**src/rtl/sramlike_axi_bridge.sv**
```systemverilog
// sramlike_axi_bridge: bridges an SRAM-like instruction port and an SRAM-like
// data port onto a single AXI3-style master with one outstanding read and one
// outstanding write. Data reads win arbitration over instruction reads.
// Optional macro BRIDGE_RAW_CHECK_EN holds off data reads that hit the word
// of a pending write (read-after-write hazard blocking).
module sramlike_axi_bridge (
    input  logic        clk,
    input  logic        reset,

    input  logic        inst_req,
    input  logic        inst_wr,
    input  logic [1:0]  inst_size,
    input  logic [31:0] inst_addr,
    input  logic [31:0] inst_wdata,
    output logic [31:0] inst_rdata,
    output logic        inst_addr_ok,
    output logic        inst_data_ok,

    input  logic        data_req,
    input  logic        data_wr,
    input  logic [1:0]  data_size,
    input  logic [31:0] data_addr,
    input  logic [31:0] data_wdata,
    output logic [31:0] data_rdata,
    output logic        data_addr_ok,
    output logic        data_data_ok,

    output logic [3:0]  arid,
    output logic [31:0] araddr,
    output logic [7:0]  arlen,
    output logic [2:0]  arsize,
    output logic [1:0]  arburst,
    output logic [1:0]  arlock,
    output logic [3:0]  arcache,
    output logic [2:0]  arprot,
    output logic        arvalid,
    input  logic        arready,

    input  logic [3:0]  rid,
    input  logic [31:0] rdata,
    input  logic [1:0]  rresp,
    input  logic        rlast,
    input  logic        rvalid,
    output logic        rready,

    output logic [3:0]  awid,
    output logic [31:0] awaddr,
    output logic [7:0]  awlen,
    output logic [2:0]  awsize,
    output logic [1:0]  awburst,
    output logic [1:0]  awlock,
    output logic [3:0]  awcache,
    output logic [2:0]  awprot,
    output logic        awvalid,
    input  logic        awready,

    output logic [3:0]  wid,
    output logic [31:0] wdata,
    output logic [3:0]  wstrb,
    output logic        wlast,
    output logic        wvalid,
    input  logic        wready,

    input  logic [3:0]  bid,
    input  logic [1:0]  bresp,
    input  logic        bvalid,
    output logic        bready
);

    localparam int unsigned ADDR_W = 32;
    localparam int unsigned DATA_W = 32;
    localparam int unsigned ID_W   = 4;

    localparam logic [ID_W-1:0] INST_ID  = ID_W'(0);
    localparam logic [ID_W-1:0] DATA_ID  = ID_W'(1);
    localparam logic [ID_W-1:0] WRITE_ID = ID_W'(1);

    typedef enum logic [1:0] {R_IDLE, R_AR, R_R} r_state_t;
    typedef enum logic [1:0] {W_IDLE, W_REQ, W_B} w_state_t;

    r_state_t r_state, r_next;
    w_state_t w_state, w_next;

    logic [ADDR_W-1:0] rd_addr;
    logic [1:0]        rd_size;
    logic [ID_W-1:0]   rd_id;
    logic [ADDR_W-1:0] wr_addr;
    logic [1:0]        wr_size;
    logic [DATA_W-1:0] wr_data;
    logic              aw_done;
    logic              w_done;

    logic raw_hazard;
    logic data_rd_ok;
    logic data_wr_ok;
    logic r_hs;
    logic r_data_hit;
    logic r_inst_hit;
    logic b_hs;

    // Response status and unused request fields carry no information here.
    logic unused_inputs;
    assign unused_inputs = ^{inst_wdata, rresp, rlast, bid, bresp};

    // Read-after-write hazard: same word as a write still in flight.
`ifdef BRIDGE_RAW_CHECK_EN
    assign raw_hazard = (w_state != W_IDLE) && (data_addr[31:2] == wr_addr[31:2]);
`else
    assign raw_hazard = 1'b0;
`endif

    // Request acceptance; gated by reset so nothing is acknowledged while held.
    always_comb begin
        data_rd_ok   = 1'b0;
        data_wr_ok   = 1'b0;
        inst_addr_ok = 1'b0;
        if (!reset) begin
            data_rd_ok   = data_req && !data_wr && (r_state == R_IDLE) && !raw_hazard;
            data_wr_ok   = data_req && data_wr && (w_state == W_IDLE);
            inst_addr_ok = inst_req && !inst_wr && (r_state == R_IDLE)
                           && !(data_req && !data_wr);
        end
        data_addr_ok = data_rd_ok || data_wr_ok;
    end

    // Response steering; a data read response always beats a write response.
    assign r_hs         = rvalid && rready;
    assign r_data_hit   = r_hs && (rid == DATA_ID);
    assign r_inst_hit   = r_hs && (rid == INST_ID);
    assign bready       = (w_state == W_B) && !r_data_hit;
    assign b_hs         = bvalid && bready;
    assign inst_data_ok = r_inst_hit;
    assign data_data_ok = r_data_hit || b_hs;
    assign inst_rdata   = rdata;
    assign data_rdata   = rdata;

    // Read FSM state register.
    always_ff @(posedge clk or posedge reset) begin
        if (reset) r_state <= R_IDLE;
        else       r_state <= r_next;
    end

    // Read FSM next state and AR/R handshake outputs.
    always_comb begin
        r_next  = r_state;
        arvalid = 1'b0;
        rready  = 1'b0;
        case (r_state)
            R_IDLE: if (data_rd_ok || inst_addr_ok) r_next = R_AR;
            R_AR: begin
                arvalid = 1'b1;
                if (arready) r_next = R_R;
            end
            R_R: begin
                rready = 1'b1;
                if (rvalid) r_next = R_IDLE;
            end
            default: r_next = R_IDLE;
        endcase
    end

    // Capture the accepted read request.
    always_ff @(posedge clk or posedge reset) begin
        if (reset) begin
            rd_addr <= '0;
            rd_size <= '0;
            rd_id   <= '0;
        end else if (data_rd_ok) begin
            rd_addr <= data_addr;
            rd_size <= data_size;
            rd_id   <= DATA_ID;
        end else if (inst_addr_ok) begin
            rd_addr <= inst_addr;
            rd_size <= inst_size;
            rd_id   <= INST_ID;
        end
    end

    // Write FSM state register.
    always_ff @(posedge clk or posedge reset) begin
        if (reset) w_state <= W_IDLE;
        else       w_state <= w_next;
    end

    // Write FSM next state; AW and W channels retire independently.
    always_comb begin
        w_next  = w_state;
        awvalid = 1'b0;
        wvalid  = 1'b0;
        case (w_state)
            W_IDLE: if (data_wr_ok) w_next = W_REQ;
            W_REQ: begin
                awvalid = !aw_done;
                wvalid  = !w_done;
                if ((aw_done || (awvalid && awready)) && (w_done || (wvalid && wready)))
                    w_next = W_B;
            end
            W_B: if (b_hs) w_next = W_IDLE;
            default: w_next = W_IDLE;
        endcase
    end

    // Remember which of AW/W has already handshaken for the current write.
    always_ff @(posedge clk or posedge reset) begin
        if (reset) begin
            aw_done <= 1'b0;
            w_done  <= 1'b0;
        end else if (w_state != W_REQ) begin
            aw_done <= 1'b0;
            w_done  <= 1'b0;
        end else begin
            if (awvalid && awready) aw_done <= 1'b1;
            if (wvalid && wready)   w_done  <= 1'b1;
        end
    end

    // Capture the accepted write request.
    always_ff @(posedge clk or posedge reset) begin
        if (reset) begin
            wr_addr <= '0;
            wr_size <= '0;
            wr_data <= '0;
        end else if (data_wr_ok) begin
            wr_addr <= data_addr;
            wr_size <= data_size;
            wr_data <= data_wdata;
        end
    end

    // Byte strobes from transfer size and low address bits.
    always_comb begin
        case (wr_size)
            2'd0:    wstrb = 4'b0001 << wr_addr[1:0];
            2'd1:    wstrb = 4'b0011 << wr_addr[1:0];
            default: wstrb = 4'b1111;
        endcase
    end

    // AXI request fields: single-beat INCR, no lock/cache/prot attributes.
    assign arid    = rd_id;
    assign araddr  = rd_addr;
    assign arlen   = 8'd0;
    assign arsize  = {1'b0, rd_size};
    assign arburst = 2'b01;
    assign arlock  = 2'b00;
    assign arcache = 4'd0;
    assign arprot  = 3'd0;

    assign awid    = WRITE_ID;
    assign awaddr  = wr_addr;
    assign awlen   = 8'd0;
    assign awsize  = {1'b0, wr_size};
    assign awburst = 2'b01;
    assign awlock  = 2'b00;
    assign awcache = 4'd0;
    assign awprot  = 3'd0;

    assign wid     = WRITE_ID;
    assign wdata   = wr_data;
    assign wlast   = 1'b1;

endmodule

```
**config.mk**
```make
export PLATFORM = sky130hd
export DESIGN_NAME = sramlike_axi_bridge
export DESIGN_NICKNAME = d
export VERILOG_FILES = /design/src/rtl/sramlike_axi_bridge.sv
export SDC_FILE = /design/constraint.sdc
export NUM_CORES = 1
export LEC_CHECK = 0
export ABC_AREA = 1
export BUFFER_PORTS_ARGS = -buffer_cell sky130_fd_sc_hd__clkbuf_2
export CORE_AREA = 2 2 163 165
export CTS_CLUSTER_DIAMETER = 50
export DETAILED_ROUTE_END_ITERATION = 8
export DIE_AREA = 0 0 165 167
export GPL_TIMING_DRIVEN = 0
export SLEW_MARGIN = 15
export SYNTH_ARGS = -nofsm -noshare
export SYNTH_HDL_FRONTEND = slang
export SYNTH_SLANG_ARGS = --single-unit
```
**constraint.sdc**
```tcl
create_clock -name clk -period 6.65 [get_ports clk]
set_input_delay 0.9975 -clock clk [delete_from_list [all_inputs] [get_ports clk]]
set_output_delay 0.9975 -clock clk [all_outputs]
set_load 0.01 [all_outputs]
```
==> results of run 1 <==
worst min-delay path by stage:
stage | from | end
after global placement | arid[0]$_DFFE_PP0P_ | arid[0]$_DFFE_PP0P_
after global routing | araddr[25]$_DFFE_PP0P_ | araddr[25]$_DFFE_PP0P_
final | araddr[9]$_DFFE_PP0P_ | araddr[9]$_DFFE_PP0P_
after detailed placement | araddr[25]$_DFFE_PP0P_ | araddr[25]$_DFFE_PP0P_
after CTS | araddr[25]$_DFFE_PP0P_ | araddr[25]$_DFFE_PP0P_
after floorplan | w_done$_DFFE_PP0P_ | w_state[1]$_DFFE_PP0P_
through the flow:
step	power, mW	utilization
3_3_place_gp	2.016	0.3038
6_report	2.530	0.3163
3_5_place_dp	2.040	0.3058
4_1_cts	2.578	0.3163
5_1_grt	2.724	0.3163
2_1_floorplan	1.562	-
cells by family after synthesis:
logic type / count (synthesis)
and+or+nand+nor: 271
buffers and inverters: 261
DFF: 107
AOI/OAI and AO/OA: 78
other: 2
routing by layer:
layer,track usage,vias up
met5,0,-
met1,0.1756,2549
li1,-,2766
met2,0.2379,249
met4,0.04083,0
met3,0.03088,22
flip-flops by register name, summed over array words and instances (netlist names):
| name | count |
|---|---|
| araddr | 32 |
| awaddr | 32 |
| wdata | 32 |
| r_state | 2 |
| rd_size | 2 |
| w_state | 2 |
| wr_size | 2 |
| arid | 1 |
| aw_done | 1 |
| w_done | 1 |
power breakdown:
group          total (mW)  switching [mW]  internal, mW
registers            1.05           0.150         0.899
clock network       0.521           0.265         0.256
logic               0.960           0.558         0.402
total                2.53           0.973          1.56
synth_stat cells, drive strengths merged:
| cell | count | area (sq um) |
|---|---|---|
| nand2 | 180 | 683.2 |
| buf | 135 | 1001 |
| inv | 113 | 426.7 |
| dfrtp | 107 | 2678 |
| o21ai | 71 | 355.3 |
| nand3 | 37 | 190.2 |
| nand4 | 35 | 219.0 |
| nor2 | 17 | 82.58 |
| clkbuf | 13 | 48.80 |
| a21oi | 2 | 21.27 |
| conb | 2 | 7.510 |
| nor3 | 2 | 10.01 |
| o31ai | 2 | 15.01 |
| o211ai | 1 | 7.510 |
| o21bai | 1 | 7.510 |
| o22ai | 1 | 6.260 |
layout make-up:
type | count | area, sq um
Inverter | 113 | 426.7
Buffer | 148 | 1054
Tap cell | 335 | 419.2
Sequential cell | 107 | 2678
Clock inverter | 6 | 41.29
Timing Repair Buffer | 294 | 1509
Fill cell | 2842 | 17610
Multi-Input combinational cell | 401 | 1793
Clock buffer | 10 | 229.0
critical path, delay by kind of cell:
| family | cells | cell delay [ps] |
|---|---|---|
| simple gates | 3 | 980 |
| buf+inv | 4 | 630 |
==> reports/results.ini, run 1 <==
[run_status]
outcome=completed

[final_layout]
antenna_cells=0
nNetsFinal=1262
drive_gt1_frac=0.4171
area_delta_synth_final_pct=41.49
final_common_cell=clkbuf_2
final_cell_mix=clkbuf_2, nand2_1, buf_4, inv_1, dfrtp_1
final_area_sq_mm=0.008149
layoutNonFillerInstCount=1414

[place]
numPortBuffers=292
postPlaceCellArea_sq_mm=0.007879
dp_worst_setup_slack_ps=2973
placed_cells_incl_taps=1398
hpwl_um=15330
routabilityCongestion=0.7932

[run]
drv_cap=0

[floorplan]
rows=59
die-area_sq_mm=0.02756
pin_count=418
dieWidth_um=165
initial_core_util=0.2235
core_sq_mm=0.02576
fp.dieH_um=167

[sta]
relSlewSlack=0.6001
fmax_ghz=0.2765
setup-violations-final=0
fin_crit_sh=0.5438
final_max_slew_viol_count=0
fin_crit_ps=3616
finalClockSkew_ps=9.017
timing.hold.ws_ps=481.7
tns_ps=0
hold_viol=0
rsz0062_at_grt=no
fin_ws_ps=3034
worst_slew_pin_slew_ps=599.9

[synth]
synth_mux_area_frac=0
syn_inst=719
yosys.area_share.simple=0.2057
synth_xor_area_frac=0
synth_compound_area_frac=0.07169
avgSynthCellArea_sq_um=8.010
ys_types=27
synth_top_family_by_area=buffers and inverters
netlist_area_sq_mm=0.005759
synthAdderAreaFrac=0
yosys_warnings=0
ys_ff_latch=107
yosysSeqAreaShare=0.4649

[global_routing]
grt_max_degree=57
grt_antenna_before_repair=0
grt.overflow.total=0
grt_pass1_wl_um=29440
first_global_vias=5330
grt_use_total=0.1396

[clock_network]
path_clk_slew_ps=80
cts_resized=0
numCtsBuffers=9
cts_sinks=107
postCtsSetupRepairBufs=0
cts_tree=built
clk_latency_ps=350
cts_hold_buf=0
cts_root_buf=clkbuf_16
h-tree-depth=3
cts_max_path_buffers=2

[drt]
dr.pass1.iters=4
drtIter0Drc=252
wl_met2_um=9543
drtAntennaViolNets=0
wl_per_cell_um=13.85
vias=5586
wl_met1_um=8196
topRoutingLayerUsed=met4
dr_wl_met3_um=1471
viasPerCell=3.950
drc=0
totalWireLength_um=19580

[critical_path]
crit_arrival_ps=2620
worstReg2RegStart=w_state[1]$_DFFE_PP0P_
rr_worst_depth=6
path_cells=clkbuf_2 -> inv_1 -> nor2_2 -> nand3_2 -> buf_2 -> nand2_1 -> clkbuf_2
path_common_cell=clkbuf_2
cp-end-kind=output pin
path_max_fanout=10
reg2reg_to=awaddr[0]$_DFFE_PP0P_
required_ps=5650
slowest_delay_ps=460
path_class=in2out
setup.worst_path.end=data_addr_ok
crit_path_start=data_req
cp_slowest_cell=nor2_2
critPathLaunchType=input pin
rrSetupSlack_ps=4690

[power_and_ir_drop]
power.leakage_nw=4.957
power_density_mw_per_mm2=310.5
peakVddDrop_uv=113.3

[hold_path]
holdPathStages=2
hold_path.class=reg2reg

No activity file was read; power rests on OpenSTA's default activity.
==> run 2, diff against run 1 <==
Settings changed: CORE_AREA 2 2 163 165 to 2 2 162 164, DIE_AREA 0 0 165 167 to 0 0 164 166.
Clock period 6.65 ns to 3.3 ns, I/O delays scaled along.
==> run 2 against run 1 <==
Clock skew barely moved. Routed wire length shrank 2.5%. Final cell count is essentially flat. Total power rose by 100%. Critical path type unchanged. Highest routed layer unchanged.
==> reports/results.ini, run 2 (synthesis gave the netlist of run 1 again) <==
[run_status]
outcome=completed

[place]
postPlaceCellArea_sq_mm=0.007865
routabilityCongestion=0.7753
hpwl_um=14890
numPortBuffers=292

[clock_network]
cts_resized=0
h-tree-depth=3
cts_max_path_buffers=2
postCtsSetupRepairBufs=0
cts_sinks=107
clk_latency_ps=350
path_clk_slew_ps=70
cts_hold_buf=0
numCtsBuffers=9
cts_tree=built
cts_root_buf=clkbuf_16

[power_and_ir_drop]
p_total_mw=5.184
seqPwrFrac=0.407
clkPwrFrac=0.221
peakVddDrop_uv=255.8
combPwrFrac=0.371
power_switching_mw=1.966
power_density_mw_per_mm2=634.8
p_sw_frac=0.3792
p_int_mw=3.218
power.leakage_nw=4.950

[critical_path]
reg2reg_to=awaddr[12]$_DFFE_PP0P_
setup.worst_path.end=data_addr_ok
rr_worst_depth=6
crit_arrival_ps=2150
path_max_fanout=10
crit_path_start=data_req
cp-end-kind=output pin
slowest_delay_ps=500
worstReg2RegStart=w_state[1]$_DFFE_PP0P_
required_ps=2800
path_cells=clkbuf_2 -> inv_1 -> nor2_2 -> nand3_2 -> buf_2 -> nand2_1 -> clkbuf_2
rrSetupSlack_ps=1260
cp_slowest_cell=nor2_2
critPathLaunchType=input pin
path_class=in2out
path_common_cell=clkbuf_2

[sta]
timing.hold.ws_ps=326.4
worst_slew_pin_slew_ps=670.3
fmax_ghz=0.3779
fin_crit_ps=2646
fin_crit_sh=0.8018
hold_viol=0
tns_ps=0
final_max_slew_viol_count=0
rsz0062_at_grt=no
finalClockSkew_ps=8.597
relSlewSlack=0.5531
setup-violations-final=0

[final_layout]
final_common_cell=clkbuf_2
final_cell_mix=clkbuf_2, nand2_1, buf_4, inv_1, dfrtp_1
final_area_sq_mm=0.008167
area_delta_synth_final_pct=41.80
nNetsFinal=1261
antenna_cells=0
drive_gt1_frac=0.4165

[floorplan]
fp.dieH_um=166
rows=59
die-area_sq_mm=0.02722
pin_count=418
dieWidth_um=164
initial_core_util=0.2248
core_sq_mm=0.02562

[drt]
drc=0
dr.pass1.iters=5
vias=5512
viasPerCell=3.901
wl_per_cell_um=13.51
totalWireLength_um=19090
drtAntennaViolNets=0
drtIter0Drc=247

[global_routing]
grt_use_total=0.1373
grt_max_degree=71
grt_antenna_before_repair=0
grt_pass1_wl_um=28670
grt.overflow.total=0
first_global_vias=5123

[hold_path]
holdPathStages=2
hold_path.class=in2reg

[run]
drv_cap=0

[run 2: layer usage]
| metal | vias up | share of wire | GRT usage |
|---|---|---|---|
| met2 | 220 | 0.50 | 0.2431 |
| met4 | 0 | 0.0098 | 0.03013 |
| met3 | 12 | 0.070 | 0.03347 |
| met5 | - | 0 | 0 |
| met1 | 2516 | 0.42 | 0.1675 |
| li1 | 2764 | - | - |
[run 2: worst max-delay path, delay by kind of cell]
kind                   cells  cell delay [ps]
and+or+nand+nor            3             1020
buffers and inverters      4              620
[run 2: cell type report]
class | count | area, sq um
inverter | 113 | 426.7
clock inverter | 6 | 72.57
tap | 335 | 419.2
fill | 2778 | 17450
sequential | 107 | 2678
timing repair buffer | 293 | 1489
clock buffer | 10 | 229.0
buffer | 148 | 1060
multi-input combinational | 401 | 1793
[run 2: how the worst min path moves through the flow]
stage                                    from                endpoint  slack [ps]
after floorplan            w_done$_DFFE_PP0P_  w_state[1]$_DFFE_PP0P_         500
after global placement    arid[0]$_DFFE_PP0P_     arid[0]$_DFFE_PP0P_         460
after detailed placement  arid[0]$_DFFE_PP0P_     arid[0]$_DFFE_PP0P_         460
after CTS                             arready  r_state[0]$_DFFE_PP0P_         300
after global routing                  arready  r_state[0]$_DFFE_PP0P_         320
final                                 arready  r_state[0]$_DFFE_PP0P_         330
[run 2: power groups by stage]
stage / combinational [mW] / sequential, mW / clock, mW
floorplan: 0.807 / 2.34 / 0
global placement: 1.93 / 2.12 / 0
detailed placement: 1.96 / 2.13 / 0
CTS: 1.96 / 2.11 / 1.19
global route: 2.14 / 2.18 / 1.23
finish: 1.93 / 2.11 / 1.15
[run 2: stage by stage]
step           setup slack [ps]  utilization  instances
2_1_floorplan             581.9            -        769
3_3_place_gp             -579.5       0.3056       1396
3_5_place_dp              603.7       0.3070       1397
4_1_cts                   597.2       0.3188       1413
5_1_grt                   513.1       0.3188       1413
6_report                  654.1       0.3188       1413
==> run 3, diff against run 2 <==
Clock period 3.3 ns to 2.3 ns, I/O delays scaled along.
==> run 3 against run 2 <==
Worst setup slack got worse by 510 ps. Total power rose by 42%. Core utilization rose by 0.093 points. First-iteration DRC count rose by 12%. Combinational power rose by 45%. Sequential power rose by 44%. Die area did not move. Clock power rose by 32%. Non-clock buffer count rose by 4. Routed wire length fell by 0.90%. Clock skew fell by 1.9 ps. Largest cell class unchanged. Largest power group unchanged.
==> reports/results.ini, run 3 (synthesis gave the netlist of run 1 again) <==
[power_and_ir_drop]
clkPwrFrac=0.206
p_int_mw=4.535
seqPwrFrac=0.413
combPwrFrac=0.381
power.leakage_nw=4.964
peakVddDrop_uv=388.5
p_sw_frac=0.3832
p_total_mw=7.352
power_switching_mw=2.817
power_density_mw_per_mm2=897.6

[critical_path]
worstReg2RegStart=r_state[0]$_DFFE_PP0P_
worst-path-stages=5
crit_arrival_ps=1820
critPathLaunchType=flop
required_ps=1960
setup.worst_path.end=data_addr_ok
rrSetupSlack_ps=470
path_cells=nor3_1 -> nand3_2 -> clkbuf_1 -> nand2_1 -> clkbuf_2
path_class=reg2out
crit_buf_inv=2
path_max_fanout=10
reg2reg_to=araddr[29]$_DFFE_PP0P_
crit_path_start=w_state[1]$_DFFE_PP0P_
rr_worst_depth=8
cp_slowest_cell=dfrtp_1
slowest_delay_ps=400
cp-end-kind=output pin
crit_family=simple AND/OR/NAND/NOR gates

[clock_network]
path_clk_slew_ps=80
cts_sinks=107
clk_latency_ps=350
cts_max_path_buffers=2
numCtsBuffers=9
cts_root_buf=clkbuf_16
cts_hold_buf=0
cts_tree=built
h-tree-depth=3

[drt]
drtAntennaViolNets=0
dr.pass1.iters=4
drc=0
totalWireLength_um=18920
vias=5519
wl_per_cell_um=13.35
viasPerCell=3.895
drtIter0Drc=276

[floorplan]
core_sq_mm=0.02562
initial_core_util=0.2248
dieWidth_um=164
fp.dieH_um=166
die-area_sq_mm=0.02722
pin_count=418
rows=59

[final_layout]
antenna_cells=0
drive_gt1_frac=0.4196
finish.utilization=0.3197
area_delta_synth_final_pct=42.21
final_common_cell=clkbuf_2
nNetsFinal=1265
final_cell_mix=clkbuf_2, nand2_1, buf_4, inv_1, dfrtp_1
num-fill-cells=2773

[sta]
worst_slew_pin_slew_ps=671.9
setup-violations-final=0
final_max_slew_viol_count=0
rsz0062_at_grt=no
fin_crit_ps=2160
fmax_ghz=0.4629
tns_ps=0
finalClockSkew_ps=6.713
relSlewSlack=0.5521
fin_crit_sh=0.9393
hold_viol=0

[place]
routabilityCongestion=0.7671
hpwl_um=14850
numPortBuffers=292

[global_routing]
first_global_vias=5303
grt_use_total=0.1366
grt.overflow.total=0
grt_pass1_wl_um=28870
grt_max_degree=62
grt_antenna_before_repair=0

[run]
drv_cap=0

[hold_path]
hold_path.class=in2reg

[run_status]
outcome=completed

-- run 3: cell types whose count changed in the layout (fill, tap and decap cells not counted) --
| cell | delta |
|---|---|
| buf_4 | +4 |
| bufinv_16 | -1 |
| clkinv_2 | +1 |
| clkinv_4 | +1 |
| clkinvlp_4 | -1 |
| nand3_1 | -1 |
| nand3_4 | +1 |
| nor2_2 | -1 |
| nor2_4 | +1 |
-- run 3: layer usage --
layer  global-route usage  wire (um)  vias to the layer above
li1                     -          -                     2767
met1               0.1713       8089                     2505
met2               0.2371       9271                      234
met3              0.03671       1386                       13
met4              0.02365        172                        0
met5                    0          0                        -
-- run 3: worst reg2reg max path, stage by stage (launching register included) --
cell and delay (ps):
dfrtp_1 470, nor2_8 190, buf_4 140, nand2_4 50, a21oi_4 390, inv_4 180
buf_6 190, nand2_1 70, nand2_1 50
-- run 3: per-stage QoR --
stage | std cells | cell area [sq um] | hold WS, ps | setup slack [ps]
global placement | 1396 | 7831 | 458.1 | -437.3
detailed placement | 1397 | 7865 | 466.3 | -150.7
floorplan | 769 | 5951 | 431.3 | 411.5
CTS | 1413 | 8160 | 157.5 | 42.95
finish | 1417 | 8190 | 180.2 | 139.7
global route | 1417 | 8190 | 172.9 | 15.44
-- run 3: worst min path at each step --
stage | startpoint | endpoint | cells past startpoint
after floorplan | arready | r_state[0]$_DFFE_PP0P_ | 1
after CTS | arready | r_state[0]$_DFFE_PP0P_ | 2
after detailed placement | arid[0]$_DFFE_PP0P_ | arid[0]$_DFFE_PP0P_ | 2
after global placement | arid[0]$_DFFE_PP0P_ | arid[0]$_DFFE_PP0P_ | 2
final | arready | r_state[0]$_DFFE_PP0P_ | 2
after global routing | arready | r_state[0]$_DFFE_PP0P_ | 2
-- run 3: layout make-up --
class	count	area (sq um)	area share
Timing Repair Buffer	297	1519	0.1855
Clock buffer	10	229.0	0.02796
Clock inverter	6	48.80	0.005958
Tap cell	335	419.2	0.05118
Buffer	148	1060	0.1294
Inverter	113	426.7	0.05209
Multi-Input combinational cell	401	1810	0.2211
Sequential cell	107	2678	0.3269
-- run 3: power groups by stage --
stage | Sequential (mW) | Clock [mW] | Combinational [mW]
floorplan | 3.36 | 0 | 1.16
global placement | 3.05 | 0 | 2.77
detailed placement | 3.06 | 0 | 2.83
CTS | 3.04 | 1.59 | 2.83
global route | 3.14 | 1.67 | 3.11
finish | 3.03 | 1.52 | 2.80
-- run 3: repair_timing --
action,4_1_cts,5_1_grt
buffers inserted,0,4
cloned,0,0
resized for setup,3,0
setup endpoints to repair,1,1
pin swaps,0,1
